<file path="src/rtl/core_reset_pkg.sv">
// core_reset_pkg: state encoding and default cycle constants for the core reset sequencer
package core_reset_pkg;
  typedef enum logic [2:0] {
    S_WAIT_LOCK,
    S_FILTER,
    S_CORE_HOLD,
    S_PERIPH_HOLD,
    S_RUN
  } state_t;
  localparam int DEF_SYNC_STAGES = 2;
  localparam int DEF_LOCK_FILTER_CYCLES = 1024;
  localparam int DEF_CORE_HOLD_CYCLES = 16;
  localparam int DEF_PERIPH_DELAY_CYCLES = 64;
  localparam int DEF_LOST_CNT_WIDTH = 8;
  function automatic int max3(input int a, input int b, input int c);
    return (a > b) ? ((a > c) ? a : c) : ((b > c) ? b : c);
  endfunction
endpackage

</file>
<file path="src/rtl/cdc_sync_bit.sv">
// cdc_sync_bit: async-reset N-flop single-bit synchronizer (clk, resetn, d -> q), reset value 0
module cdc_sync_bit #(
  parameter int STAGES = 2
) (
  input  logic clk,
  input  logic resetn,
  input  logic d,
  output logic q
);
  logic [STAGES-1:0] ff;
  always_ff @(posedge clk or negedge resetn)
    if (!resetn) ff <= '0;
    else ff <= {ff[STAGES-2:0], d};
  assign q = ff[STAGES-1];
endmodule

</file>
<file path="src/rtl/core_reset_ctrl.sv">
// core_reset_ctrl: PLL-lock driven reset sequencer (clk, resetn, pll_locked, soft_reset_req -> core_reset, periph_reset, running, lock_lost_count)
module core_reset_ctrl
  import core_reset_pkg::*;
#(
  parameter int SYNC_STAGES         = DEF_SYNC_STAGES,
  parameter int LOCK_FILTER_CYCLES  = DEF_LOCK_FILTER_CYCLES,
  parameter int CORE_HOLD_CYCLES    = DEF_CORE_HOLD_CYCLES,
  parameter int PERIPH_DELAY_CYCLES = DEF_PERIPH_DELAY_CYCLES,
  parameter int LOST_CNT_WIDTH      = DEF_LOST_CNT_WIDTH
) (
  input  logic                      clk,
  input  logic                      resetn,
  input  logic                      pll_locked,
  input  logic                      soft_reset_req,
  output logic                      core_reset,
  output logic                      periph_reset,
  output logic                      running,
  output logic [LOST_CNT_WIDTH-1:0] lock_lost_count
);
  localparam int CW = $clog2(max3(LOCK_FILTER_CYCLES, CORE_HOLD_CYCLES, PERIPH_DELAY_CYCLES)) + 1;
  logic                      locked_s;
  state_t                    state, state_n;
  logic [CW-1:0]             cnt, cnt_n;
  logic [LOST_CNT_WIDTH-1:0] lost_n;
  logic                      lose;
  cdc_sync_bit #(.STAGES(SYNC_STAGES)) u_sync (
    .clk   (clk),
    .resetn(resetn),
    .d     (pll_locked),
    .q     (locked_s)
  );
  // Lock loss only matters once the filter has passed; in S_FILTER it just restarts the wait.
  assign lose = !locked_s && (state inside {S_CORE_HOLD, S_PERIPH_HOLD, S_RUN});
  always_comb begin
    state_n = state;
    cnt_n   = cnt + 1'b1;
    lost_n  = lose ? ((&lock_lost_count) ? lock_lost_count : lock_lost_count + 1'b1) : lock_lost_count;
    case (state)
      S_WAIT_LOCK:   state_n = locked_s ? S_FILTER : S_WAIT_LOCK;
      S_FILTER:      state_n = !locked_s ? S_WAIT_LOCK :
                               (cnt == CW'(LOCK_FILTER_CYCLES)) ? S_CORE_HOLD : S_FILTER;
      S_CORE_HOLD:   state_n = lose ? S_WAIT_LOCK :
                               (cnt == CW'(CORE_HOLD_CYCLES - 1)) ? S_PERIPH_HOLD : S_CORE_HOLD;
      S_PERIPH_HOLD: state_n = lose ? S_WAIT_LOCK :
                               (cnt == CW'(PERIPH_DELAY_CYCLES - 1)) ? S_RUN : S_PERIPH_HOLD;
      S_RUN:         state_n = lose ? S_WAIT_LOCK : soft_reset_req ? S_CORE_HOLD : S_RUN;
      default:       state_n = S_WAIT_LOCK;
    endcase
    // Counter only advances in the timed states and restarts on every state entry.
    if (state_n != state || state inside {S_WAIT_LOCK, S_RUN}) cnt_n = '0;
  end
  always_ff @(posedge clk or negedge resetn)
    if (!resetn) begin
      state           <= S_WAIT_LOCK;
      cnt             <= '0;
      lock_lost_count <= '0;
      core_reset      <= 1'b1;
      periph_reset    <= 1'b1;
      running         <= 1'b0;
    end else begin
      state           <= state_n;
      cnt             <= cnt_n;
      lock_lost_count <= lost_n;
      core_reset      <= state_n inside {S_WAIT_LOCK, S_FILTER, S_CORE_HOLD};
      periph_reset    <= state_n != S_RUN;
      running         <= state_n == S_RUN;
    end
endmodule
</file>
<file path="config.mk">
export PLATFORM = sky130hd
export DESIGN_NAME = core_reset_ctrl
export DESIGN_NICKNAME = d
export VERILOG_FILES = /design/src/rtl/core_reset_pkg.sv /design/src/rtl/cdc_sync_bit.sv /design/src/rtl/core_reset_ctrl.sv
export SDC_FILE = /design/constraint.sdc
export NUM_CORES = 1
export LEC_CHECK = 0
export CORE_ASPECT_RATIO = 1.4
export CORE_UTILIZATION = 48
export CTS_CLUSTER_SIZE = 12
export DETAILED_ROUTE_END_ITERATION = 8
export PLACE_DENSITY = 0.76
export RECOVER_POWER = 50
export SYNTH_ARGS = -nofsm -noshare
export SYNTH_HDL_FRONTEND = slang
export SYNTH_SLANG_ARGS = --single-unit
</file>
<file path="constraint.sdc">
create_clock -name clk -period 4.4 [get_ports clk]
set_input_delay 0.88 -clock clk [delete_from_list [all_inputs] [get_ports clk]]
set_output_delay 0.88 -clock clk [all_outputs]
set_load 0.005 [all_outputs]
</file>
==> results.tsv <==
stage	metric	value	unit
sta	fmax	393.4	MHz
critical_path	critPathMaxFanout	11	
critical_path	worst_setup_path_end_kind	flip-flop	
final_layout	regArea	678.2	um^2
power	ir_drop	0.0001755	V
synth	syn-cell-area	0.001375	mm^2
detailed_routing	drt_wl_total	2452	um
synth	yosys_warnings	0	
sta	finalHoldViolations	0	
clocking	cts_setup_buffers	0	
sta	finalCriticalPeriod	2.542	ns
critical_path	crit_chain	or4_1 > or4_4 > o311ai_4 > mux2i_1 > buf_4 > nor3_1	
sta	fin_tns_setup	0	ns
global_routing	antenna_found_initial	0	
final_layout	multiInputGateArea	650.6	um^2
floorplanning	die_w	47.24	um
clocking	clkTransAtPathRegs	0.14	ns
sta	fin_crit_sh	57.78	%
sta	rsz0062_at_grt	false	
clocking	cts_tree	done	
sta	slew_violations	0	
final_layout	area_growth	14.83	%
critical_path	reg2reg_slack	1.86	ns
global_routing	track_usage	19.62	%
clocking	cts_max_path_buffers	2	
detailed_routing	dr.pass1.iters	4	
power	p_per_area	240.2	mW/mm^2
detailed_routing	drc	0	
synth	synth_cell_types	35	
floorplanning	die_y	65.33	um
detailed_routing	via_per_inst	5.454	
final_layout	fin_cells	174	
clocking	numCtsBuffers	3	
detailed_routing	drtIter0Drc	12	
place	place_hpwl	1824	um
hold_path	worstHoldPathCells	0	
final_layout	n_fill_cell	233	
clocking	cts_num_sinks	27	
clocking	cts_hold_buf	0	
place	placed_area	0.001559	mm^2
place	io_buffers	14	
final_layout	final_common_cell	dfrtp_1	
power	total_power	0.0003793	W
critical_path	reg2reg_depth	6	
sta	slew_headroom	27.75	%
global_routing	grt-ovfl-total	0	
clocking	ctsHtreeMaxLevel	1	
floorplanning	core	0.002670	mm^2
global_routing	grt_pass1_vias	952	
clocking	insertion_delay	0.31	ns
place	place_congestion	0.7747	
sta	fin_skew	0.002410	ns
final_layout	layout_common_cells	25 x dfrtp_1, 11 x clkdlybuf4s50_1, 9 x nor3_2	
synth	syn-num-nets	127	
critical_path	cp-start-kind	flip-flop	
job	drv_cap	0	
synth	seq_area_frac_synth	49.32	%
final_layout	design_area	0.001579	mm^2
critical_path	slowest_stage	or4_1	
critical_path	required	4.62	ns
final_layout	final_util	59.14	%
floorplanning	pin_count	15	
sta	setup_viol_count_final	0	
floorplanning	die-area	0.003086	mm^2
floorplanning	rows	22	
place	dp_cells	170	
detailed_routing	detail-route-antenna-nets	0	
status	outcome	completed	
detailed_routing	wire_per_inst	14.09	um
final_layout	nets	146	
final_layout	antenna_cells	0	
hold_path	hold_class	reg2reg	
clocking	clockRootBuffer	clkbuf_4	
critical_path	critPathKind	reg2reg	
synth	netlist_instances	120	
critical_path	cp.arrival	2.76	ns
critical_path	cp_slowest_stage_delay	0.61	ns
power	power_leakage	0.6600	nW
synth	avgSynthCellArea	11.46	um^2
final_layout	drive_gt1_share	16.67	%
sta	tightestPinTransition	1.080	ns
detailed_routing	num_vias	949	
floorplanning	initial_core_util	51.50	%
clocking	ctsResizeCount	0	
global_routing	grt_max_degree	26	
global_routing	grt_pass1_wl	4298	um
synth	synth_seq_cells	27	
sequential cells by signal, summed over array words and instances, names as in the netlist:
name / cells
cnt: 11
lock_lost_count: 8
state: 3
u_sync.ff: 2
core_reset: 1
periph_reset: 1
running: 1
critical path: cells and delay by family, from the launching register on:
kind / cells / cell delay (ns)
simple gates: 3 / 1.25
flops: 1 / 0.45
mux: 1 / 0.23
buf+inv: 1 / 0.24
compound gates: 1 / 0.27
cells by family (layout without fill, tap and decap cells):
| logic type | after synthesis | in the layout | share of synthesized area (%) |
|---|---|---|---|
| mux | 2 | 2 | 1.456 |
| flops | 27 | 27 | 49.32 |
| compound gates | 11 | 11 | 7.644 |
| buf+inv | 8 | 26 | 3.094 |
| xor+xnor | 16 | 16 | 10.19 |
| simple gates | 53 | 53 | 25.57 |
| fa+ha+maj | 3 | 3 | 2.730 |
per-layer routing:
metal | vias to the layer above | wire length [um] | track usage (%)
met3 | 2 | 69 | 2.473
met1 | 468 | 1056 | 24.24
li1 | 466 | - | -
met5 | - | 0 | 0
met2 | 13 | 1302 | 33.22
met4 | 0 | 24 | 7.500
final timing paths:
kind                                   start            endpoint
worst max-delay path                  cnt[6]             cnt[10]
worst min-delay path            u_sync.ff[0]        u_sync.ff[1]
worst max register to register        cnt[6]             cnt[10]
worst min register to register  u_sync.ff[0]        u_sync.ff[1]
max in group asynchronous             resetn  lock_lost_count[1]
min in group asynchronous             resetn             cnt[10]
through the flow:
| step | hold WS, ns | setup WS, ns |
|---|---|---|
| finish | 0.3650 | 1.858 |
| global placement | 0.3337 | 1.978 |
| global route | 0.3742 | 1.739 |
| CTS | 0.3685 | 1.910 |
| detailed placement | 0.3355 | 1.932 |
| floorplan | 0.3312 | 2.035 |
synthesized netlist by cell type:
library cell,n,share of area (%)
dfrtp_1,25,45
nor3_2,9,6.6
nand2_1,8,2.2
nand3_1,8,2.9
xnor2_1,8,5.1
xor2_1,8,5.1
inv_1,5,1.4
nand4_1,5,2.3
nor2_1,5,1.4
ha_1,3,2.7
o41ai_1,3,1.9
a21o_1,2,1.1
a21oi_1,2,0.73
dfstp_2,2,3.8
mux2i_1,2,1.5
nand2b_1,2,0.91
nand4b_1,2,1.3
nor3b_1,2,1.1
nor4_1,2,0.91
or4_4,2,1.6
and3_1,1,0.46
and3_2,1,0.55
and4b_1,1,0.73
buf_2,1,0.36
buf_4,1,0.55
buf_6,1,0.82
nand3b_1,1,0.55
nor2b_1,1,0.46
nor3_1,1,0.36
nor3b_2,1,0.91
o221a_2,1,0.82
o221ai_1,1,0.64
o311ai_4,1,1.9
o31ai_1,1,0.55
or2_2,1,0.46
area by class of cell:
type	count	share of cell area (%)
sequential	27	42.95
multi-input combinational	85	41.20
timing repair buffer	17	10.06
tap	36	2.853
clock buffer	3	1.426
inverter	5	1.189
clock inverter	1	0.3170
report_power, final:
part	leakage, nW	internal, W	switching (W)
sequential	0.362	0.000251	0.00000310
combinational	0.280	0.00000722	0.0000142
clock	0.0177	0.0000340	0.0000700
No activity file was read; power rests on OpenSTA's default activity.
